==> src/rtl/Net_parameters.sv <==
// Shared constants for the learning-session controller: state encoding,
// default trial timing and network dimensions.
package Net_parameters;

    localparam logic [2:0] ST_IDLE     = 3'd0;
    localparam logic [2:0] ST_INIT     = 3'd1;
    localparam logic [2:0] ST_SETTLE   = 3'd2;
    localparam logic [2:0] ST_WAIT_DEC = 3'd3;
    localparam logic [2:0] ST_MOVE     = 3'd4;
    localparam logic [2:0] ST_END      = 3'd5;
    localparam logic [2:0] ST_DONE     = 3'd6;

    typedef enum logic [2:0] {
        S_IDLE     = ST_IDLE,
        S_INIT     = ST_INIT,
        S_SETTLE   = ST_SETTLE,
        S_WAIT_DEC = ST_WAIT_DEC,
        S_MOVE     = ST_MOVE,
        S_END      = ST_END,
        S_DONE     = ST_DONE
    } state_t;

    localparam logic [7:0] MAX_STEPS_DEFAULT     = 8'd16;
    localparam logic [7:0] SETTLE_CYCLES_DEFAULT = 8'd32;
    localparam int         Neurons_Layer1        = 16;

    // The timer counts down to zero inclusive, so it is loaded one short.
    function automatic logic [7:0] settle_load(input logic [7:0] cycles);
        return (cycles == 8'd0) ? 8'd0 : cycles - 8'd1;
    endfunction

endpackage

==> src/rtl/settle_timer.sv <==
// Loadable down-counter; o_done is high whenever the count has reached zero.
module settle_timer (
    input  logic       clk,
    input  logic       reset,
    input  logic       i_clear,
    input  logic       i_load,
    input  logic [7:0] i_value,
    input  logic       i_en,
    output logic       o_done
);

    logic [7:0] r_count;

    always_ff @(posedge clk or posedge reset) begin
        if (reset) begin
            r_count <= 8'd0;
        end else if (i_clear) begin
            r_count <= 8'd0;
        end else if (i_load) begin
            r_count <= i_value;
        end else if (i_en && (r_count != 8'd0)) begin
            r_count <= r_count - 8'd1;
        end
    end

    assign o_done = (r_count == 8'd0);

endmodule

==> src/rtl/trial_sequencer.sv <==
// Steps the movement block through a session of trials, each ending on a goal
// decision or after MAX_STEPS moves. All outputs are registered.
module trial_sequencer
    import Net_parameters::*;
#(
    parameter logic [9:0] N_TRIALS      = 10'd100,
    parameter logic [7:0] MAX_STEPS     = MAX_STEPS_DEFAULT,
    parameter logic [7:0] SETTLE_CYCLES = SETTLE_CYCLES_DEFAULT
) (
    input  logic       clk,
    input  logic       reset,
    input  logic       start,
    input  logic       dec_valid,
    input  logic       dec_move,
    input  logic       goal,
    output logic [9:0] iTrial,
    output logic       active,
    output logic       break_o,
    output logic       change_InVec,
    output logic [7:0] step_cnt,
    output logic       trial_done,
    output logic       timeout,
    output logic       session_done,
    output state_t     dbg_state
);

    state_t     r_state;
    logic [9:0] r_itrial;
    logic [7:0] r_step;
    logic       r_active;
    logic       r_break;
    logic       r_change;
    logic       r_done;
    logic       r_timeout;
    logic       r_session;

    logic w_at_max;
    logic w_last_trial;
    logic w_stay;
    logic w_timer_load;
    logic w_timer_clear;
    logic w_settle_done;

    assign w_at_max     = (r_step == MAX_STEPS);
    assign w_last_trial = (r_itrial == (N_TRIALS - 10'd1));
    assign w_stay       = (r_state == S_WAIT_DEC) && dec_valid && !goal && !dec_move;

    // Every entry into SETTLE reloads the timer for a full integration window.
    assign w_timer_load  = (r_state == S_INIT) || w_stay || ((r_state == S_MOVE) && !w_at_max);
    assign w_timer_clear = (r_state == S_IDLE) || (r_state == S_END) || (r_state == S_DONE);

    settle_timer u_settle_timer (
        .clk     (clk),
        .reset   (reset),
        .i_clear (w_timer_clear),
        .i_load  (w_timer_load),
        .i_value (settle_load(SETTLE_CYCLES)),
        .i_en    (r_state == S_SETTLE),
        .o_done  (w_settle_done)
    );

    always_ff @(posedge clk or posedge reset) begin
        if (reset) begin
            r_state   <= S_IDLE;
            r_itrial  <= 10'd0;
            r_step    <= 8'd0;
            r_active  <= 1'b0;
            r_break   <= 1'b0;
            r_change  <= 1'b0;
            r_done    <= 1'b0;
            r_timeout <= 1'b0;
            r_session <= 1'b0;
        end else begin
            r_break   <= 1'b0;
            r_change  <= 1'b0;
            r_done    <= 1'b0;
            r_timeout <= 1'b0;
            case (r_state)
                S_IDLE: begin
                    if (start) begin
                        r_state <= S_INIT;
                        r_break <= 1'b1;
                        r_step  <= 8'd0;
                    end
                end
                S_INIT: begin
                    r_state  <= S_SETTLE;
                    r_active <= 1'b1;
                end
                S_SETTLE: begin
                    if (w_settle_done) begin
                        r_state <= S_WAIT_DEC;
                    end
                end
                S_WAIT_DEC: begin
                    if (dec_valid) begin
                        if (goal) begin
                            r_state  <= S_END;
                            r_done   <= 1'b1;
                            r_active <= 1'b0;
                        end else if (dec_move) begin
                            r_state  <= S_MOVE;
                            r_change <= 1'b1;
                            if (!w_at_max) begin
                                r_step <= r_step + 8'd1;
                            end
                        end else begin
                            r_state <= S_SETTLE;
                        end
                    end
                end
                S_MOVE: begin
                    if (w_at_max) begin
                        r_state   <= S_END;
                        r_done    <= 1'b1;
                        r_timeout <= 1'b1;
                        r_active  <= 1'b0;
                    end else begin
                        r_state <= S_SETTLE;
                    end
                end
                S_END: begin
                    r_step <= 8'd0;
                    if (w_last_trial) begin
                        r_state   <= S_DONE;
                        r_session <= 1'b1;
                    end else begin
                        r_state  <= S_INIT;
                        r_itrial <= r_itrial + 10'd1;
                        r_break  <= 1'b1;
                    end
                end
                S_DONE: begin
                    r_state <= S_DONE;
                end
                default: begin
                    r_state <= S_IDLE;
                end
            endcase
        end
    end

    assign iTrial       = r_itrial;
    assign active       = r_active;
    assign break_o      = r_break;
    assign change_InVec = r_change;
    assign step_cnt     = r_step;
    assign trial_done   = r_done;
    assign timeout      = r_timeout;
    assign session_done = r_session;
    assign dbg_state    = r_state;

endmodule

==> config.mk <==
export PLATFORM = sky130hd
export DESIGN_NAME = trial_sequencer
export DESIGN_NICKNAME = d
export VERILOG_FILES = /design/src/rtl/Net_parameters.sv /design/src/rtl/settle_timer.sv /design/src/rtl/trial_sequencer.sv
export SDC_FILE = /design/constraint.sdc
export NUM_CORES = 1
export LEC_CHECK = 0
export ABC_AREA = 1
export CAP_MARGIN = 20
export CORE_MARGIN = 2
export CORE_UTILIZATION = 40
export CTS_CLUSTER_DIAMETER = 120
export DETAILED_ROUTE_END_ITERATION = 16
export PLACE_DENSITY = 0.71
export SYNTH_ARGS = -nofsm -noshare
export SYNTH_HDL_FRONTEND = slang
export SYNTH_SLANG_ARGS = --single-unit
==> constraint.sdc <==
create_clock -name clk -period 3.7 [get_ports clk]
set_input_delay 0.37 -clock clk [delete_from_list [all_inputs] [get_ports clk]]
set_output_delay 0.37 -clock clk [all_outputs]
set_load 0.1 [all_outputs]
==> results of run 1 <==
routing by layer:
metal  part of all wire  global-route usage  up-vias
met5                  0                   0        -
met4              0.012              0.0518        0
met3              0.050              0.0326        6
met2               0.45               0.264       53
met1               0.48               0.249      905
li1                   -                   -     1011
state kept, by name, indices dropped and copies added, names as in the netlist:
| signal | cells |
|---|---|
| trial_done | 1 |
| dbg_state | 3 |
| timeout | 1 |
| break_o | 1 |
| step_cnt | 8 |
| u_settle_timer.r_count | 8 |
| iTrial | 10 |
| session_done | 1 |
| active | 1 |
| change_InVec | 1 |
worst paths after layout:
kind	slack (ps)	cells past startpoint	endpoint
setup / recovery	1300	1	dbg_state[2]
hold / removal	470	2	session_done$_DFFE_PP0P_
setup reg to reg	1990	6	dbg_state[1]$_DFFE_PP0P_
hold reg to reg	470	2	session_done$_DFFE_PP0P_
max in group asynchronous	2880	3	u_settle_timer.r_count[1]$_DFFE_PP0P_
min in group asynchronous	490	3	step_cnt[0]$_DFFE_PP0P_
cells in the final DEF (no fill, tap or decap), drive strengths merged, types with 9 or more instances in the layout:
cell,instances
o21ai,13
inv,39
xor2,11
nor2,33
clkdlybuf4s50,32
nand3,21
nand2,102
nand4,9
a21oi,10
dfrtp,35
worst register-to-register path: cells and delay by family (launching register included):
| family | cells | cell delay [ps] |
|---|---|---|
| simple gates | 4 | 570 |
| flops | 1 | 500 |
| compound gates | 2 | 530 |
logic make-up (layout without fill, tap and decap cells):
| group | count (synthesis) | count (layout) |
|---|---|---|
| simple gates | 177 | 177 |
| buf+inv | 41 | 80 |
| flops | 35 | 35 |
| compound gates | 26 | 26 |
| xor+xnor | 12 | 12 |
| fa+ha+maj | 5 | 5 |
power by group:
| group | total [mW] | switching, mW | internal [mW] |
|---|---|---|---|
| clock | 0.267 | 0.134 | 0.132 |
| combinational | 1.27 | 0.930 | 0.342 |
| sequential | 0.579 | 0.102 | 0.476 |
| total | 2.12 | 1.17 | 0.951 |
area by class of cell:
type	instances	area (um2)
multi-input combinational	220	1140
clock inverter	1	5.00
clock buffer	7	76.3
sequential	35	876
fill	483	2520
tap	70	87.6
inverter	39	146
timing repair buffer	33	328
==> qor.txt, run 1 <==
Mux share of post-synthesis cell area: 0
Leak Pwr: 1.30 nW
Post-synth EDFFs: 0
Largest area contributor in the netlist: dfrtp_1
Layout Nets: 345
FP Rows: 26
Number of global-route vias before repair: 1,861
Count leader, synth: nand2_1
Layout cells sized above 1: 0.101
Final Hold Fails: 0
Die ar.: 0.00606 mm2
Status: complete, no violations
CP max FO: 7
Cells after DPL: 397
Simple-Gate Fraction of Synth Area: 0.365
Cell variety after synth: 29
Die height: 77.8 um
Synth top area cells: dfrtp_1 (40%), nand2_1 (16%), inv_1 (6.2%)
Top cell type's share of synthesized area: 0.402
DRC Markers: 0
Reg2reg start: dbg_state[2]$_DFFE_PP0P_
Worst-Margin Slew: 975 ps
Slowest CP cell: clkdlybuf4s50_1
Compound-gate portion of the synthesized area: 0.0786
Crit path DAT: 2030 ps
Syn nets: 307
Synth Area in XOR/XNOR: 0.0482
Seq/Total Area, Yosys: 0.402
CTS sink cnt: 35
Final Max Tran Viols: 0
Global-route wire length before repair: 8530 um
Post-CTS Resized: 0
CTS buffer count: 5
Largest net degree at the start of global routing: 36
Post-DR wirelength/cell: 11.7 um
Critical path capture point type: output pin
Worst Skew: 4.83 ps
Main synth FF type: dfrtp_1
CTS Root Cell: clkbuf_8
Post-DP Area: 0.00257 mm2
Final non-filler cell total: 405
Worst setup path class: reg -> out
Diode count: 0
Worst-Skew Late Latency: 280 ps
Crit path cell chain: clkdlybuf4s50_1
Total GRT Usage: 0.173
RSZ-0062 raised after global routing: false
Antenna viol nets, final: 0
Critical path origin: dbg_state[2]$_DFFE_PP0P_
Final core occ: 0.513
Vias per cell: 4.88
Post-DP HPWL: 3570 um
Post-route standard cell area excluding fillers: 0.00266 mm2
Fmax: 0.416 GHz
Starting density of the core: 0.422
Clock buffer depth: 2
Area growth syn-to-layout: 21.7%
CTS tree: done
Max Cap Viol: 0
Worst Min Path Start: session_done$_DFFE_PP0P_
Avg Cell Area, Syn: 7.37 um2
Final period utilization: 0.649
Synthesized flop and latch total: 35
Number of setup buffers added after CTS: 0
Post-Place Setup Slack: 1590 ps
Worst path buffer plus inverter count: 1
# H-tree levels: 2
Overflow after GRT: 0
Synth Cell Area: 0.00218 mm2
# setup viols final: 0
Setup_tns: 0 ps
Core area: 0.00517 mm2
Slew Limit Headroom: 0.348
Die width: 77.8 um
Overall Power: 2.12 mW
Final worst slack: 1300 ps
Delay-heaviest family, CP: buffers and inverters
Max incr delay on CP: 1200 ps
Critical Path Start Type: flip-flop
Synth top cells by count: nand2_1 (94), inv_1 (36), dfrtp_1 (35)
DRT iter0 DRCs: 87
Initial antenna violation count: 0
WHS: 472 ps
Post-synthesis async set-or-reset flop share: 1.00
DRT Wirelength: 4720 um
Via count: 1,975
Routability cong.: 0.855
WP data required: 3330 ps
Clock period minus final worst setup slack: 2400 ps
TritonRoute pass-1 iters: 4
Peak supply drop: 803 uV
HP Class: reg -> reg
IO Count: 33
Cells after Synth: 296
PortBufs: 32
Hold Buf Count CTS: 0
Synth Area in Adders: 0.0287
Yosys warning count: 0
Largest family of logic cells by synthesized area: simple AND/OR/NAND/NOR gates
Pwr per Cell Area: 798 mW/mm2
Clk slew on worst S/H paths: 70 ps
Note: power is estimated with default switching activity, not from simulation.
==> inputs of run 2 (changes only) <==
Clock period 3.7 ns to 2.24 ns, I/O delays scaled along.
==> run 2 against run 1 <==
Net effect:
- non-clock buffer count did not move
- setup slack got worse by 730 ps
- combinational power rose by 63%
- sequential share of layout area rose by 0.78 points
- flip-flop and latch count did not move
- power rose by 65%
- count of clock-buffer cells in the layout fell by 1
- die area did not move
==> qor.txt, run 2 (synthesis results as in run 1) <==
Post-DR wirelength/cell: 12.0 um (+2.5%)
Final Hold Fails: 0 (unchanged)
Max reg flops: 10 (unchanged)
CP max FO: 10 (+3)
CTS Root Cell: clkbuf_8
Largest net degree at the start of global routing: 36 (unchanged)
Starting density of the core: 0.422 (unchanged)
CTS sink cnt: 35 (unchanged)
Layout Nets: 345 (unchanged)
Worst Skew: 9.84 ps (+5.01 ps)
Number of global-route vias before repair: 1,776 (-4.6%)
Commonest non-fill, non-tap cell in the layout: nand2_1
IO Count: 33 (unchanged)
PortBufs: 32 (unchanged)
Crit path DAT: 1840 ps (-190 ps)
# setup viols final: 0 (unchanged)
Routability cong.: 0.851 (-0.48%)
Global-route wire length before repair: 8140 um (-4.5%)
Fillcell total: 508 (+5.2%)
Layout cells sized above 1: 0.186 (+0.0841)
Pwr per Cell Area: 1350 mW/mm2 (+69%)
Core area: 0.00517 mm2 (unchanged)
Hold Buf Count CTS: 0 (unchanged)
Leak Pwr: 1.36 nW (+4.2%)
Post-route standard cell area excluding fillers: 0.00259 mm2 (-2.3%)
Worst setup path class: reg -> reg
Most frequent cells in the layout: nand2_1 (94), inv_1 (36), dfrtp_1 (35), nor2_1 (28), buf_4 (28)
Final Max Tran Viols: 0 (unchanged)
Final period utilization: 0.745
CTS buffer count: 5 (unchanged)
Diode count: 0 (unchanged)
Critical path capture point type: flip-flop
Clock period minus final worst setup slack: 1670 ps
Slew Limit Headroom: 0.668 (+0.320)
Overflow after GRT: 0 (unchanged)
DRT iter0 DRCs: 123 (+41%)
Area growth syn-to-layout: 18.9%
WP data required: 2420 ps (-910 ps)
Total GRT Usage: 0.168 (-0.00519)
Post-DP HPWL: 3570 um (+0.17%)
HP Class: in -> async
Fmax: 0.599 GHz
Peak supply drop: 918 uV (+14%)
Die height: 77.8 um (unchanged)
RSZ-0062 raised after global routing: false
Initial antenna violation count: 0 (unchanged)
# H-tree levels: 2 (unchanged)
Setup_tns: 0 ps (unchanged)
Critical Path Start Type: flip-flop
Antenna viol nets, final: 0 (unchanged)
Final non-filler cell total: 404 (-0.25%)
Cells after DPL: 397 (unchanged)
Post-CTS Resized: 0 (unchanged)
FP Rows: 26 (unchanged)
Clk slew on worst S/H paths: 80 ps (about the same)
Max Cap Viol: 0 (unchanged)
Status: complete, no violations
DRC Markers: 0 (unchanged)
Die width: 77.8 um (unchanged)
CTS tree: done
Worst-Skew Late Latency: 290 ps (about the same)
TritonRoute pass-1 iters: 4 (unchanged)
Vias per cell: 4.88 (about the same)
Via count: 1,972 (-0.15%)
Number of setup buffers added after CTS: 0 (unchanged)
Clock buffer depth: 2 (unchanged)
Die ar.: 0.00606 mm2 (unchanged)
Post-DP Area: 0.00251 mm2 (-2.6%)
Worst-Margin Slew: 498 ps (-478 ps)
DRT Wirelength: 4830 um (+2.2%)
-- run 2: where the power goes --
part / total (mW) / internal (mW) / switching (mW)
clock network: 0.466 / 0.241 / 0.225
registers: 0.963 / 0.786 / 0.177
logic: 2.07 / 0.535 / 1.53
-- run 2: through the flow --
step | utilization | total power, mW | worst slack, ps | hold slack, ps
after floorplan | - | 2.67 | 63.0 | 373
final | 0.501 | 3.50 | 572 | 337
after global routing | 0.501 | 3.75 | 420 | 422
after global placement | 0.485 | 3.02 | 581 | 462
after CTS | 0.501 | 3.52 | 550 | 354
after detailed placement | 0.485 | 3.04 | 579 | 465
-- run 2: path summary, 6_finish.rpt --
path                       slack [ps]  cells after the start                     start                  endpoint
setup / recovery                  570                      8     iTrial[0]$_DFFE_PP0P_  dbg_state[0]$_DFFE_PP0P_
max in group asynchronous        1570                      3                     reset     iTrial[4]$_DFFE_PP0P_
min in group clk                  480                      2  session_done$_DFFE_PP0P_  session_done$_DFFE_PP0P_
hold reg to reg                   480                      2  session_done$_DFFE_PP0P_  session_done$_DFFE_PP0P_
hold / removal                    340                      3                     reset   step_cnt[3]$_DFFE_PP0P_
setup reg to reg                  570                      8     iTrial[0]$_DFFE_PP0P_  dbg_state[0]$_DFFE_PP0P_
-- run 2: area by class of cell --
cell class | count | area (um2) | share of cell area
Clock buffer | 6 | 82.6 | 0.0318
Clock inverter | 1 | 5.00 | 0.00193
Inverter | 39 | 146 | 0.0564
Multi-Input combinational cell | 220 | 1140 | 0.438
Sequential cell | 35 | 876 | 0.338
Tap cell | 70 | 87.6 | 0.0338
Timing Repair Buffer | 33 | 260 | 0.100
-- run 2: routing by layer --
layer,track usage,vias up,routed length [um]
met2,0.253,50,2180
met1,0.237,903,2390
met5,0,-,0
li1,-,1017,-
met4,0.0696,0,36
met3,0.0302,2,221
-- run 2: worst max-delay path, stage by stage (launching register included) --
cell and delay [ps]:
dfrtp_1 440, ha_1 170, inv_1 80, nor3_1 310
nand2_1 120, nand2_2 200, nand3b_1 120, nand2_1 70
nand2_1 50
==> inputs of run 3 (changes only) <==
Settings changed: PLACE_DENSITY 0.71 to 0.73.
Clock period 2.24 ns to 1.4 ns, I/O delays scaled along.
==> run 3 against run 2 <==
Net effect:
- the flow now finishes with violations (setup timing)
- via count rose by 20%
- count of clock-buffer cells in the layout did not move
- flip-flop and latch count did not move
- register-to-register slack got worse by 680 ps
- sequential power rose by 68%
- cell count rose by 14%
- die area did not move
- critical path depth fell by 2
- routed wire length rose by 41%
- first-iteration DRC count rose by 33%
- setup slack got worse by 680 ps
==> qor.txt, run 3 (synthesis results as in run 1) <==
Status: finished with violations
Violations in the final reports: setup timing
Die height: 77.8 um (unchanged)
Die ar.: 0.00606 mm2 (unchanged)
Final worst slack: -106 ps (-677 ps)
Highest metal used: met4
Crit path cell chain: nor2_4, nand2_4, a21oi_2, nand3_1, nand2_1, nor2_1
Post-Place Setup Slack: -140 ps (-719 ps)
Diode count: 0 (unchanged)
PortBufs: 32 (unchanged)
Overflow after GRT: 0 (unchanged)
Worst Skew: 7.22 ps (-2.62 ps)
Layout Nets: 399 (+16%)
Critical path capture point type: flip-flop
Slew Limit Headroom: 0.737 (+0.0687)
Worst setup path class: reg -> reg
WP data required: 1590 ps (-830 ps)
Final Hold Fails: 0 (unchanged)
Final Max Tran Viols: 0 (unchanged)
TritonRoute pass-1 iters: 4 (unchanged)
CTS buffer count: 5 (unchanged)
Initial antenna violation count: 0 (unchanged)
Routability cong.: 0.910 (+6.8%)
DRT Wirelength: 6820 um (+41%)
RSZ-0062 raised after global routing: true
Hold Buf Count CTS: 0 (unchanged)
CP max FO: 6 (-4)
Worst-Margin Slew: 395 ps (-103 ps)
Leak Pwr: 1.73 nW (+27%)
CTS Root Cell: clkbuf_8
DRC Markers: 0 (unchanged)
Final period utilization: 1.08 (+0.331)
Met1 WL: 2630 um (+10%)
Setup_tns: -1230 ps (-1230 ps)
Post-DR wirelength/cell: 14.9 um (+24%)
DRT iter0 DRCs: 164 (+33%)
Worst path buffer plus inverter count: 0 (-1)
Peak supply drop: 1470 uV (+60%)
Area growth syn-to-layout: 70.2%
Commonest non-fill, non-tap cell in the layout: nand2_1
Starting density of the core: 0.422 (unchanged)
Post-DP Area: 0.00335 mm2 (+34%)
Slowest CP cell: dfrtp_4
Delay-heaviest family, CP: flip-flops
CTS tree: done
Clock buffer depth: 2 (unchanged)
Via count: 2,371 (+20%)
# setup viols final: 19 (+19)
# H-tree levels: 2 (unchanged)
Core area: 0.00517 mm2 (unchanged)
Post-DP HPWL: 4270 um (+20%)
Clk slew on worst S/H paths: 80 ps (about the same)
Most frequent cells in the layout: nand2_1 (88), buf_4 (48), inv_1 (31), buf_12 (29), nor2_1 (21)
Vias per cell: 5.17 (+5.8%)
Crit path DAT: 1700 ps (-140 ps)
IO Count: 33 (unchanged)
Max reg flops: 10 (unchanged)
HP Class: in -> async
Clock period minus final worst setup slack: 1510 ps (-163 ps)
Wire length on met3: 380 um (+72%)
Die width: 77.8 um (unchanged)
Number of global-route vias before repair: 2,414 (+36%)
Global-route wire length before repair: 10,700 um (+31%)
Pwr per Cell Area: 2130 mW/mm2 (+58%)
FP Rows: 26 (unchanged)
Fmax: 0.664 GHz (+11%)
Total GRT Usage: 0.223 (+0.0553)
Max incr delay on CP: 540 ps (+100 ps)
Worst-Skew Late Latency: 300 ps (about the same)
Final core occ: 0.717 (+0.216)
Post-route standard cell area excluding fillers: 0.00371 mm2 (+43%)
Largest net degree at the start of global routing: 36 (unchanged)
CTS sink cnt: 35 (unchanged)
Layout cells sized above 1: 0.452 (+0.267)
Critical Path Start Type: flip-flop
Antenna viol nets, final: 0 (unchanged)
Max Cap Viol: 0 (unchanged)
DR WL met2: 3510 um (+61%)
-- run 3: cell types whose count changed in the layout (fill, tap and decap cells not counted), sizes merged --
cell,delta
bufinv,+1
buf,+52
a21oi,+1
nand2,+1
-- run 3: area by class of cell --
class                           instances  area, um2
Fill cell                             356       1460
Tap cell                               70       87.6
Sequential cell                        35        942
Multi-Input combinational cell        222       1380
Timing Repair Buffer                   85       1020
Inverter                               39        159
Clock inverter                          2       35.0
Clock buffer                            6       82.6
-- run 3: path summary, 6_finish.rpt --
check | start | endpoint | slack, ps | cells after the start
worst max-delay path | dbg_state[0]$_DFFE_PP0P_ | u_settle_timer.r_count[5]$_DFFE_PP0P_ | -110 | 6
worst min register to register | u_settle_timer.r_count[1]$_DFFE_PP0P_ | u_settle_timer.r_count[1]$_DFFE_PP0P_ | 530 | 2
min in group clk | u_settle_timer.r_count[1]$_DFFE_PP0P_ | u_settle_timer.r_count[1]$_DFFE_PP0P_ | 530 | 2
worst min-delay path | reset | iTrial[1]$_DFFE_PP0P_ | 190 | 3
worst max register to register | dbg_state[0]$_DFFE_PP0P_ | u_settle_timer.r_count[5]$_DFFE_PP0P_ | -110 | 6
max in group asynchronous | reset | dbg_state[1]$_DFFE_PP0P_ | 1000 | 3
-- run 3: repair_timing --
action,in CTS,in global routing
setup buffers,4,2
setup endpoints to repair,21,30
gates cloned,2,0
pin swaps,12,8
gates resized for setup,19,24
-- run 3: where the power goes --
| part | switching (mW) | internal [mW] | leakage, nW |
|---|---|---|---|
| sequential | 0.293 | 1.33 | 0.432 |
| clock | 0.406 | 0.577 | 0.0612 |
| combinational | 3.26 | 2.02 | 1.24 |
| total | 3.96 | 3.93 | 1.73 |
-- run 3: layer usage --
metal | global-route usage | up-vias
li1 | - | 1121
met1 | 0.249 | 1124
met2 | 0.384 | 96
met3 | 0.0547 | 30
met4 | 0.134 | 0
met5 | 0 | -
-- run 3: through the flow --
stage / power [mW] / hold slack, ps / instances
2_1_floorplan: 4.53 / 287 / 296
3_3_place_gp: 5.95 / 504 / 443
3_5_place_dp: 6.04 / 504 / 443
5_1_grt: 8.27 / 221 / 459
4_1_cts: 7.48 / 212 / 457
6_report: 7.89 / 195 / 459
-- run 3: worst min-delay path, cell delays in order --
cell and delay [ps]:
clkdlybuf4s50_1 400, inv_1 100, buf_12 230
